### config.mk
export PLATFORM = sky130hd
export DESIGN_NAME = simon_stream_ctrl
export DESIGN_NICKNAME = d
export VERILOG_FILES = /design/src/rtl/simon_stream_ctrl.sv
export SDC_FILE = /design/constraint.sdc
export NUM_CORES = 1
export LEC_CHECK = 0
export CAP_MARGIN = 5
export CORE_ASPECT_RATIO = 0.8
export CORE_MARGIN = 1.5
export CORE_UTILIZATION = 33
export CTS_CLUSTER_SIZE = 40
export DETAILED_ROUTE_END_ITERATION = 10
export GPL_ROUTABILITY_DRIVEN = 0
export GPL_TIMING_DRIVEN = 0
export PLACE_DENSITY = 0.7
export SLEW_MARGIN = 20
export SYNTH_ARGS = -nofsm -noshare
export SYNTH_HDL_FRONTEND = slang
export SYNTH_SLANG_ARGS = --single-unit
export TNS_END_PERCENT = 50
### constraint.sdc
create_clock -name clk -period 2 [get_ports clk]
set_input_delay 0.4 -clock clk [delete_from_list [all_inputs] [get_ports clk]]
set_output_delay 0.4 -clock clk [all_outputs]
set_load 0.01 [all_outputs]
### src/rtl/simon_stream_ctrl.sv
// Stream-side controller for a SIMON block-cipher core: key and block handshakes,
// a single result register with host backpressure, and a per-state watchdog.
module simon_stream_ctrl #(
  parameter int N       = 24,
  parameter int M       = 4,
  parameter int TIMEOUT = 1024
) (
  input  logic           clk,
  input  logic           nR,
  input  logic           key_valid,
  input  logic [M*N-1:0] key_in,
  output logic           key_ready,
  input  logic           in_valid,
  input  logic [2*N-1:0] in_data,
  input  logic           in_enc,
  output logic           in_ready,
  output logic           out_valid,
  output logic [2*N-1:0] out_data,
  input  logic           out_ready,
  output logic           core_newData,
  output logic           core_newKey,
  output logic           core_enc_dec,
  output logic           core_readData,
  output logic [2*N-1:0] core_plain,
  output logic [M*N-1:0] core_key,
  input  logic           core_ldData,
  input  logic           core_ldKey,
  input  logic           core_doneData,
  input  logic           core_doneKey,
  input  logic [2*N-1:0] core_cipher,
  output logic           key_loaded,
  output logic           busy,
  output logic           err_timeout
);

  localparam int WW = $clog2(TIMEOUT + 1);

  typedef enum logic [2:0] {
    IDLE  = 3'd0,
    KREQ  = 3'd1,
    KWAIT = 3'd2,
    DREQ  = 3'd3,
    DWAIT = 3'd4,
    DRESP = 3'd5,
    DREL  = 3'd6,
    ERR   = 3'd7
  } state_t;

  state_t         state_r, state_s;
  logic [WW-1:0]  wd_r, wd_s;
  logic [M*N-1:0] key_r, key_s;
  logic [2*N-1:0] plain_r, plain_s;
  logic [2*N-1:0] out_data_r, out_data_s;
  logic           enc_r, enc_s;
  logic           out_valid_r, out_valid_s;
  logic           key_loaded_r, key_loaded_s;
  logic           err_r, err_s;
  logic           count_s;
  logic           key_ready_r, in_ready_r, busy_r;
  logic           new_key_r, new_data_r, read_data_r;

  // Next-state, datapath capture and watchdog decisions.
  always_comb begin
    state_s      = state_r;
    wd_s         = wd_r;
    key_s        = key_r;
    plain_s      = plain_r;
    enc_s        = enc_r;
    out_data_s   = out_data_r;
    key_loaded_s = key_loaded_r;
    err_s        = err_r;
    count_s      = 1'b0;
    if (out_valid_r && out_ready) begin
      out_valid_s = 1'b0;
    end else begin
      out_valid_s = out_valid_r;
    end
    case (state_r)
      IDLE: begin
        // key_ready_r is low on the first edge after reset, so nothing moves then
        if (key_valid && key_ready_r) begin
          key_s        = key_in;
          key_loaded_s = 1'b0;
          state_s      = KREQ;
        end else if (in_valid && in_ready) begin
          plain_s = in_data;
          enc_s   = in_enc;
          state_s = DREQ;
        end else begin
          state_s = IDLE;
        end
      end
      KREQ: begin
        count_s = 1'b1;
        if (core_ldKey) state_s = KWAIT;
        else            state_s = KREQ;
      end
      KWAIT: begin
        count_s = 1'b1;
        if (core_doneKey) begin
          key_loaded_s = 1'b1;
          state_s      = IDLE;
        end else begin
          state_s = KWAIT;
        end
      end
      DREQ: begin
        count_s = 1'b1;
        if (core_ldData) state_s = DWAIT;
        else             state_s = DREQ;
      end
      DWAIT: begin
        // A full result register holds the core off and pauses the watchdog
        if (out_valid_r) begin
          count_s = 1'b0;
          state_s = DWAIT;
        end else if (core_doneData) begin
          out_data_s  = core_cipher;
          out_valid_s = 1'b1;
          state_s     = DRESP;
        end else begin
          count_s = 1'b1;
          state_s = DWAIT;
        end
      end
      DRESP: begin
        count_s = 1'b1;
        if (!core_doneData) state_s = DREL;
        else                state_s = DRESP;
      end
      DREL: begin
        state_s = IDLE;
      end
      ERR: begin
        key_loaded_s = 1'b0;
        err_s        = 1'b1;
        state_s      = ERR;
      end
      default: begin
        key_loaded_s = 1'b0;
        err_s        = 1'b1;
        state_s      = ERR;
      end
    endcase
    if (state_s != state_r) begin
      wd_s = '0;
    end else if (count_s && (wd_r == WW'(TIMEOUT - 1))) begin
      state_s      = ERR;
      key_loaded_s = 1'b0;
      err_s        = 1'b1;
      wd_s         = '0;
    end else if (count_s) begin
      wd_s = wd_r + WW'(1);
    end else begin
      wd_s = wd_r;
    end
  end

  // State, datapath and registered output flags.
  always_ff @(posedge clk or negedge nR) begin
    if (!nR) begin
      state_r      <= IDLE;
      wd_r         <= '0;
      key_r        <= '0;
      plain_r      <= '0;
      enc_r        <= 1'b0;
      out_data_r   <= '0;
      out_valid_r  <= 1'b0;
      key_loaded_r <= 1'b0;
      err_r        <= 1'b0;
      key_ready_r  <= 1'b0;
      in_ready_r   <= 1'b0;
      busy_r       <= 1'b0;
      new_key_r    <= 1'b0;
      new_data_r   <= 1'b0;
      read_data_r  <= 1'b0;
    end else begin
      state_r      <= state_s;
      wd_r         <= wd_s;
      key_r        <= key_s;
      plain_r      <= plain_s;
      enc_r        <= enc_s;
      out_data_r   <= out_data_s;
      out_valid_r  <= out_valid_s;
      key_loaded_r <= key_loaded_s;
      err_r        <= err_s;
      key_ready_r  <= (state_s == IDLE);
      in_ready_r   <= (state_s == IDLE) && key_loaded_s;
      busy_r       <= (state_s != IDLE);
      new_key_r    <= (state_s == KREQ);
      new_data_r   <= (state_s == DREQ);
      read_data_r  <= (state_s == DRESP);
    end
  end

  assign key_ready     = key_ready_r;
  assign in_ready      = in_ready_r & ~key_valid;
  assign out_valid     = out_valid_r;
  assign out_data      = out_data_r;
  assign core_newData  = new_data_r;
  assign core_newKey   = new_key_r;
  assign core_enc_dec  = enc_r;
  assign core_readData = read_data_r;
  assign core_plain    = plain_r;
  assign core_key      = key_r;
  assign key_loaded    = key_loaded_r;
  assign busy          = busy_r;
  assign err_timeout   = err_r;

endmodule

Word level (Yosys, flattened, before mapping)
Cells that the tools add are included.
W data, S select, Z words.
{"block": "totals", "register_bits": 216, "input_bits": 202}
{"block": "classes", "n_eq_ne": 12, "muxes": 29, "n_reduce_logical": 13, "add_sub_neg": 1, "bitwise_logic": 4}
{"operator": "$mux W11", "count": 3}
{"operator": "$pmux W3 S8", "count": 1}
{"operator": "$eq A3 B3 Y1 const B", "count": 5}
{"operator": "$mux W1", "count": 15}
{"operator": "$add A11 B1 Y11 const B", "count": 1}
{"operator": "$eq A11 B10 Y1 const B", "count": 1}
{"operator": "$mux W2", "count": 5}
{"operator": "$eq A3 B2 Y1 const B", "count": 3}
{"operator": "$mux W3", "count": 3}
{"operator": "$eq A3 B1 Y1 const B", "count": 2}
{"operator": "$logic_not A3 Y1", "count": 2}
{"operator": "$reduce_and A3 Y1", "count": 2}
{"operator": "$reduce_bool A3 Y1", "count": 2}
{"operator": "$logic_and A1 B1 Y1", "count": 5}
{"operator": "$reduce_or A4 Y1", "count": 1}
{"operator": "$ne A3 B3 Y1", "count": 1}
{"operator": "$not A1 Y1", "count": 3}
{"operator": "$pmux W1 S3", "count": 1}
{"operator": "$pmux W1 S2", "count": 1}
{"operator": "$reduce_and A2 Y1", "count": 1}
{"operator": "$and A1 B1 Y1", "count": 1}

Longest topological paths before layout
Gate-level depths: netlist of run 1.
{"block": "depth", "depth_word": 10, "ltp_mapped": 7}

Least setup slack after synthesis of run 1
OpenSTA, ideal clock, no wires.
{"block": "synth_path", "path_type": "register to register", "from": "register out_valid_r (netlist: out_valid)", "to": "register key_loaded_r (netlist: key_loaded)", "arrival_ns": 1.841, "setup_time_ns": 0.119, "stages_incl_launch_ff": 6, "period_less_slack_ns": 1.960, "slack_ns": 0.040, "n_path_buf": 0, "cell_sequence": "dfrtp_1 -> or3b_4 -> a221oi_4 -> nand2_4 -> or3_4 -> and2_1"}
{"block": "synth_between", "elab_chain_len": 5, "elab_cells_between_ends": 8, "classes_between": "1 x eq/ne; 6 x mux; 1 x reduce/logical"}
{"element": "start, declared", "line": "55", "source": "logic out_valid_r, out_valid_s;"}
{"element": "start signal, assigned", "line": "184", "source": "out_valid_r <= out_valid_s;"}
{"element": "branches (longest 4 deep; another with $pmux W3 S8)"}
{"element": "$mux W1 *", "line": "145", "source": "if (state_s != state_r) begin"}
{"element": "via key_loaded_s", "line": "56", "source": "logic key_loaded_r, key_loaded_s;"}
{"element": "end signal, assigned", "line": "185", "source": "key_loaded_r <= key_loaded_s;"}
{"element": "end, declared", "line": "56"}
Mark *: on every way through the listed nets, which the timed path passes.
A chain may end at the register's enable or synchronous reset.

Final worst setup path of run 1
Ends and elaborated chain as after synthesis.

==> summary.md, run 1 <==
| Metric | Value |
|---|---|
| First-pass GRT wire length | 38,400 um |
| Async SR Flop Fraction | 1.00 |
| Remaining global-route overflow | 0 |
| Setup ws final | -0.00122 ns |
| EDFF count, synth | 0 |
| Critical path fanouts, max | 6 |
| Leak pwr | 6.17 nW |
| Unrepaired setup endpoints after global routing | true |
| Detailed Route WL | 25,000 um |
| M1 WL | 10,100 um |
| Failing checks | negative setup slack |
| Via count | 6,138 |
| Worst-margin pin slew | between 0.6 and 0.7 ns |
| R2R Setup Slk | -0.001 ns |
| Largest net degree at the start of global routing | 91 |
| Routed len/inst | 18.9 um |
| Dominant cell type by area after synthesis | dfrtp_1 |
| Crit path kind | flip-flop to flip-flop |
| Critical Path Start | out_valid$_DFF_PN0_ |
| Die W | 181 um |
| Die Area | roughly 0.026 mm^2 |
| Reg2Reg Capture Point | key_loaded$_DFF_PN0_ |
| Syn nets | 749 |
| # Max-Cap Violations | 0 |
| CP peak stage delay | between 0.4 and 0.5 ns |
| Post-route DRC | 0 |
| Initial antenna violation count | 0 |
| WP data required | 2.39 ns |
| Final hold violation count | 0 |
| Mapped Area | 0.00838 mm^2 |
| Outcome | finished with violations |
| Gate Count Post-Synth | 546 |
| Critical-path top delay cell | dfrtp_2 |
| Htree depth | 1 |
| Met3 wire length | 2190 um |
| Worst IR Drop VDD | 0.807 mV |
| Seq pwr share | 0.369 |
| Clk buf depth | 3 |
| Clock share of power | 0.256 |
| # fillers | a little over 2,000 |
| 1st-pass router iterations | 4 |
| DR WL met2 | 12,200 um |
| Number of global-route vias before repair | 6,419 |
| Worst hold path class | primary input to asynchronous set/reset pin |
| Period utilization | 1.00 |
| Diodes inserted | 0 |
| Synth cell types | 49 |
| Crit path DAT | 2.39 ns |
| Dominant synthesized flop cell | dfrtp_1 |
| Port buffer count | 403 |
| Cell row count | 51 |
| Most common cell in the netlist | dfrtp_1 |
| P_int | 12.5 mW |
| Logic pwr share | 0.375 |
| Max Freq | 0.500 GHz |
| Via-to-Cell Ratio | 4.64 |
| Final setup viols | 1 |
| TritonCTS Buffers | 24 |
| DR iter-0 viols | between 200 and 250 |
| Hold Slack | 0.384 ns |
| Layout cells sized above 1 | 0.219 |
| Reg2reg start | out_valid$_DFF_PN0_ |
| DR top layer | met4 |
| #FFs+latches synth | about 220 |
| Die Ht | 146 um |
| Pins Over Slew Limit | 0 |
| Switching share of total power | 0.295 |
| Yosys warns | 0 |
| Dpl hpwl | ~19,000 um |
| Final clock skew | 0.0149 ns |
| Crit path launch type | flip-flop |
| Clock sinks | 216 |
| P&R area growth vs syn | 66.4% |
| CTS tree | built |
| Layout Nets | 1,191 |
| Reg2reg path depth | 5 |
| Overall Global Routing Usage | 0.187 |
| Setup crit end kind | flip-flop |
| Worst-Skew Late Latency | 0.51 ns |
| Root buffer cell | clkbuf_16 |
| Core ar. | ~0.025 mm^2 |
| IO Pins | 404 |
| Max-slew headroom | 0.573 |
| Final ANT Viol Nets | 0 |
| Synth area leaders | dfrtp_1 (64%), mux2_2 (17%), mux2_1 (8.7%) |
| Top-area cell type share of the netlist area | 0.645 |
| Clock transition at path regs | 0.06 ns |
| PwrDens | 1270 mW/mm^2 |
| Synth cell count leaders | dfrtp_1 (216), mux2_2 (128), mux2_1 (65), nand2_1 (18), buf_2 (15) |
| Area after DPL | 0.0129 mm^2 |
| Starting Density | 0.340 |
| Psw | 5.21 mW |
| Sequential area share after synthesis | 0.645 |
| Crit path to | key_loaded$_DFF_PN0_ |
| Cells along the critical path | or3b_4, a221oi_4, nand2_4, or3_4, and2_1 |
| Syn Area/Cell | 15.3 um^2 |
| Final Critical Period | 2.00 ns |
| Design area | 0.0139 mm^2 |
==> worst max-delay path, delay by kind of cell, from the launching register on <==
| family | cells | cell delay (ns) |
|---|---|---|
| AOI/OAI and AO/OA | 1 | 0.38 |
| DFF | 1 | 0.43 |
| and+or+nand+nor | 4 | 1.08 |
==> cells in the final DEF, fill, tap and decap left out, types with 2 or more instances in the layout <==
cell             count
nor2_4               3
buf_6                6
clkinv_2             4
nor2_1               9
buf_1                3
nand3_1              7
nor2b_1              3
buf_4               13
nand4_1              3
xor2_1               3
clkdlybuf4s50_1    401
clkbuf_1             4
nor3_1               3
bufinv_16            2
a21oi_1             10
inv_1                5
or3_4                2
buf_16               2
nand2b_1             2
buf_2                9
o21ai_0              6
buf_8                2
dfrtp_1            215
clkbuf_8             6
a22o_1               2
clkbuf_16           26
nand2_1             18
and3_1               2
mux2_2             128
mux2_1              65
==> how the worst min path moves through the flow <==
stage / startpoint / cells past startpoint / slack [ns] / end
after global placement: core_plain[46]$_DFFE_PN0P_ / 1 / 0.47 / core_plain[46]$_DFFE_PN0P_
after global routing: nR / 2 / 0.38 / out_data[40]$_DFFE_PN0P_
after CTS: nR / 2 / 0.35 / out_data[40]$_DFFE_PN0P_
after floorplan: nR / 0 / 0.10 / busy$_DFF_PN0_
final: nR / 2 / 0.38 / out_data[40]$_DFFE_PN0P_
after detailed placement: nR / 1 / 0.31 / out_data[40]$_DFFE_PN0P_
==> sequential cells by signal, summed over array words and instances (netlist names), 3 cells and up <==
signal and cells:
state_r 3, out_data 48, core_plain 48, core_key 96, wd_r 11
==> logic make-up (layout without fill, tap and decap cells) <==
| kind of cell | count (synthesis) | count (layout) | synth area share |
|---|---|---|---|
| xor+xnor | 4 | 4 | 0.00418 |
| flops | 216 | 216 | 0.645 |
| fa+ha+maj | 1 | 1 | 0.00149 |
| compound gates | 34 | 34 | 0.0281 |
| buf+inv | 30 | 489 | 0.0175 |
| simple gates | 68 | 68 | 0.0445 |
| mux | 193 | 193 | 0.259 |
==> through the flow <==
stage | power [mW] | worst slack (ns) | setup TNS, ns | util | instances
after global placement | 12.9 | -8.98 | -2012.95 | 0.520 | 1267
after CTS | 17.8 | -0.0516 | -0.0666 | 0.560 | 1314
final | 17.7 | -0.00122 | -0.00122 | 0.566 | 1323
after global routing | 18.6 | -0.0757 | -0.430 | 0.566 | 1323
after floorplan | 9.12 | 0.0398 | 0 | - | 546
after detailed placement | 13.1 | -0.692 | -84.37 | 0.523 | 1269
==> per-layer routing <==
layer / GRT usage / up-vias
met2: 0.325 / 260
met3: 0.0651 / 31
li1: - / 2834
met5: 0 / -
met1: 0.223 / 3013
met4: 0.0404 / 0
==> layout make-up <==
| type | instances | area [um^2] | share of cell area |
|---|---|---|---|
| clock inverter | 8 | 96.3 | 0.00691 |
| clock buffer | 35 | 723 | 0.0519 |
| timing repair buffer | 418 | 4220 | 0.303 |
| multi-input combinational | 300 | 2920 | 0.209 |
| sequential | 216 | 5410 | 0.388 |
| tap | 318 | 398 | 0.0285 |
| inverter | 6 | 22.5 | 0.00161 |
| buffer | 22 | 161 | 0.0116 |
==> what timing repair did <==
item	CTS	global route
endpoints found under the setup margin	187	99
pin swaps	3	3
hold buffers	1	0
resized for setup	27	11
buffers inserted	2	9
hold endpoints to repair	36	0
gates cloned	0	1
==> power by group through the flow <==
stage,clock (mW),combinational [mW],sequential [mW]
2_1_floorplan,0,1.97,7.15
3_3_place_gp,0,6.43,6.52
3_5_place_dp,0,6.51,6.58
4_1_cts,4.66,6.60,6.52
5_1_grt,4.84,7.07,6.71
6_report,4.52,6.63,6.52
No activity file was read; power rests on OpenSTA's default activity.
==> inputs of run 2 (changes only) <==
Settings changed: CELL_PAD_IN_SITES_DETAIL_PLACEMENT from default to 0, CELL_PAD_IN_SITES_GLOBAL_PLACEMENT from default to 1, CORE_UTILIZATION 33 to 29, PLACE_DENSITY 0.7 to default, PLACE_DENSITY_LB_ADDON from default to 0.1, TNS_END_PERCENT 50 to default.
==> run 2 against run 1 <==
The run now ends clean. Clock-buffer cell count grew 4. Critical path depth is the same. Register-to-register slack gained 0.07 ns. Via count shrank 0.13%. Worst setup slack gained 0.070 ns. Sequential share of layout area shrank 0.12 points. Cell count grew 4.0%. Maximum frequency grew 3.6%.
==> summary.md, run 2 (synthesized netlist as in run 1, its figures left out) <==
| Metric | Value |
|---|---|
| M3 GR Usage | 0.0652 (+0.000128) |
| Leak pwr | 6.16 nW (-0.14%) |
| P&R area growth vs syn | 66.9% |
| Most frequent cells in the layout | clkdlybuf4s50_1 (401), dfrtp_1 (215), mux2_2 (128), mux2_1 (65), clkbuf_16 (26) |
| Number of global-route vias before repair | 6,389 (-0.47%) |
| Critical path fanouts, max | 10 (+4) |
| Worst-margin pin slew | 0.600 ns (-0.0403 ns) |
| Worst-Skew Late Latency | 0.52 ns (about the same) |
| Max Freq | 0.518 GHz (+3.6%) |
| Logic pwr share | 0.380 (+0.005) |
| Busiest grt layer | met2 |
| R2R Setup Slk | 0.07 ns (+0.07 ns) |
| Switching share of total power | 0.297 (+0.00165) |
| GR Layer Usage met2 | 0.276 (-0.0486) |
| Clock transition at path regs | 0.06 ns (about the same) |
| Worst hold path class | primary input to asynchronous set/reset pin |
| Starting Density | 0.296 (-0.0447) |
| Unrepaired setup endpoints after global routing | true |
| Max-slew headroom | 0.600 (+0.0269) |
| WP data required | 2.40 ns (about the same) |
| P_int | 12.3 mW (-1.5%) |
| Reg2Reg Capture Point | core_key[26]$_DFFE_PN0P_ |
| Post-route DRC | 0 (unchanged) |
| Period utilization | 0.966 (-0.0350) |
| Number of flip-flops in the largest register | 96 (unchanged) |
| Outcome | finished clean |
| Crit path kind | flip-flop to flip-flop |
| Final setup viols | 0 (-1) |
| Largest net degree at the start of global routing | 90 (-1.1%) |
| Clock share of power | 0.249 (-0.007) |
| # Max-Cap Violations | 0 (unchanged) |
| Dpl hpwl | 19,600 um (+3.0%) |
| Clk buf depth | 3 (unchanged) |
| Setup_tns | 0 ns (+0.00122 ns) |
| Cell row count | 55 (+7.8%) |
| Die Area | 0.0299 mm^2 (+14%) |
| Die W | 193 um (+6.6%) |
| Layout cells sized above 1 | 0.217 (-0.00221) |
| Core ar. | 0.0284 mm^2 (+15%) |
| Crit path launch type | flip-flop |
| Root buffer cell | clkbuf_16 |
| Psw | 5.18 mW (-0.69%) |
| Crit path DAT | 2.33 ns (-0.06 ns) |
| Detailed Route WL | 26,100 um (+4.4%) |
| Seq pwr share | 0.371 (+0.002) |
| DR iter-0 viols | 192 (-19%) |
| Worst IR Drop VDD | 0.821 mV (+1.7%) |
| Post-Place Worst Slack | -0.689 ns (+0.00317 ns) |
| Diodes inserted | 0 (unchanged) |
| PwrDens | 1250 mW/mm^2 (-1.5%) |
| 1st-pass router iterations | 4 (unchanged) |
| Routed len/inst | 18.9 um (+0.37%) |
| Clock sinks | 216 (unchanged) |
| Reg2reg start | state_r[1]$_DFF_PN0_ |
| Final Critical Period | 1.93 ns (-0.0701 ns) |
| Initial antenna violation count | 0 (unchanged) |
| IO Pins | 404 (unchanged) |
| Critical Path Start | state_r[1]$_DFF_PN0_ |
| Htree depth | 1 (unchanged) |
| First-pass GRT wire length | 38,700 um (+0.84%) |
| Global-route track usage on met1 | 0.212 (-0.0118) |
| Setup crit end kind | flip-flop |
| Reg2reg path depth | 5 (unchanged) |
| Port buffer count | 403 (unchanged) |
| Power after layout | 17.4 mW (-1.2%) |
| Inst Count DP | 1,321 (+4.1%) |
| Layout Nets | 1,192 (+0.084%) |
| Pins Over Slew Limit | 0 (unchanged) |
| Final clock skew | 0.00667 ns (-0.00823 ns) |
| Setup ws final | 0.0689 ns (+0.0701 ns) |
| Remaining global-route overflow | 0 (unchanged) |
| Via-to-Cell Ratio | 4.45 (-4.0%) |
| TritonCTS Buffers | 25 (+4.2%) |
| Final hold violation count | 0 (unchanged) |
| Most common cell after layout, fill and taps aside | clkdlybuf4s50_1 |
| Die Ht | 155 um (+6.5%) |
| Final ANT Viol Nets | 0 (unchanged) |
| Crit path to | core_key[26]$_DFFE_PN0P_ |
| Overall Global Routing Usage | 0.170 (-0.0169) |
| CTS tree | built |
| Via count | 6,130 (-0.13%) |
| Non-Filler Instances | 1,376 (+4.0%) |
-- run 2: cell count changes in the layout (fill, tap and decap cells not counted), moves of 2 or more --
cell	delta
buf_8	+3
clkbuf_1	+3
clkbuf_4	+3
buf_4	-2
bufinv_16	-2
buf_6	-2
buf_2	-3
-- run 2: cell type report --
cell class / count / area, um^2
Sequential cell: 216 / 5410
Timing Repair Buffer: 416 / 4200
Inverter: 6 / 22.5
Buffer: 24 / 209
Fill cell: 2531 / 14400
Tap cell: 370 / 463
Multi-Input combinational cell: 300 / 2910
Clock inverter: 5 / 32.5
Clock buffer: 39 / 748
-- run 2: power by group through the flow --
stage | clock network, mW | registers [mW] | logic, mW
final | 4.34 | 6.47 | 6.64
after global routing | 4.71 | 6.66 | 7.14
after CTS | 4.53 | 6.47 | 6.69
after detailed placement | 0 | 6.52 | 6.54
after global placement | 0 | 6.48 | 6.55
after floorplan | 0 | 7.15 | 1.97
-- run 2: routing by layer --
layer,vias to the layer above,part of all wire,wire length [um]
met5,-,0,0
met4,0,0.022,582
met3,34,0.11,2750
met2,261,0.46,12000
met1,2986,0.41,10800
li1,2849,-,-
-- run 2: how the worst min path moves through the flow --
stage | endpoint | slack (ns) | cells past startpoint
finish | out_data[6]$_DFFE_PN0P_ | 0.36 | 2
detailed placement | out_data[6]$_DFFE_PN0P_ | 0.33 | 1
global route | out_data[6]$_DFFE_PN0P_ | 0.40 | 2
floorplan | busy$_DFF_PN0_ | 0.10 | 0
global placement | err_timeout$_DFF_PN0_ | 0.47 | 2
CTS | out_data[6]$_DFFE_PN0P_ | 0.36 | 2
-- run 2: what timing repair did --
action                                 4_1_cts  5_1_grt
buffers inserted                             8        1
cloned                                       0        1
hold buffers                                 1        0
setup endpoints to repair                  195      105
endpoints found under the hold margin       43        0
pin swaps                                    5        2
gates resized for setup                     31       16
-- run 2: critical path, stage by stage (launching register included) --
cell and delay, ns:
dfrtp_2 0.47, or3_4 0.44, nor2_4 0.22, buf_8 0.19, buf_8 0.15, mux2_1 0.33
-- run 2: through the flow --
stage	hold slack, ns	utilization	instance area [um^2]
after floorplan	0.104	-	8380
after global placement	0.466	0.454	12900
after detailed placement	0.331	0.456	12900
after CTS	0.360	0.491	13900
after global routing	0.398	0.493	14000
final	0.361	0.493	14000
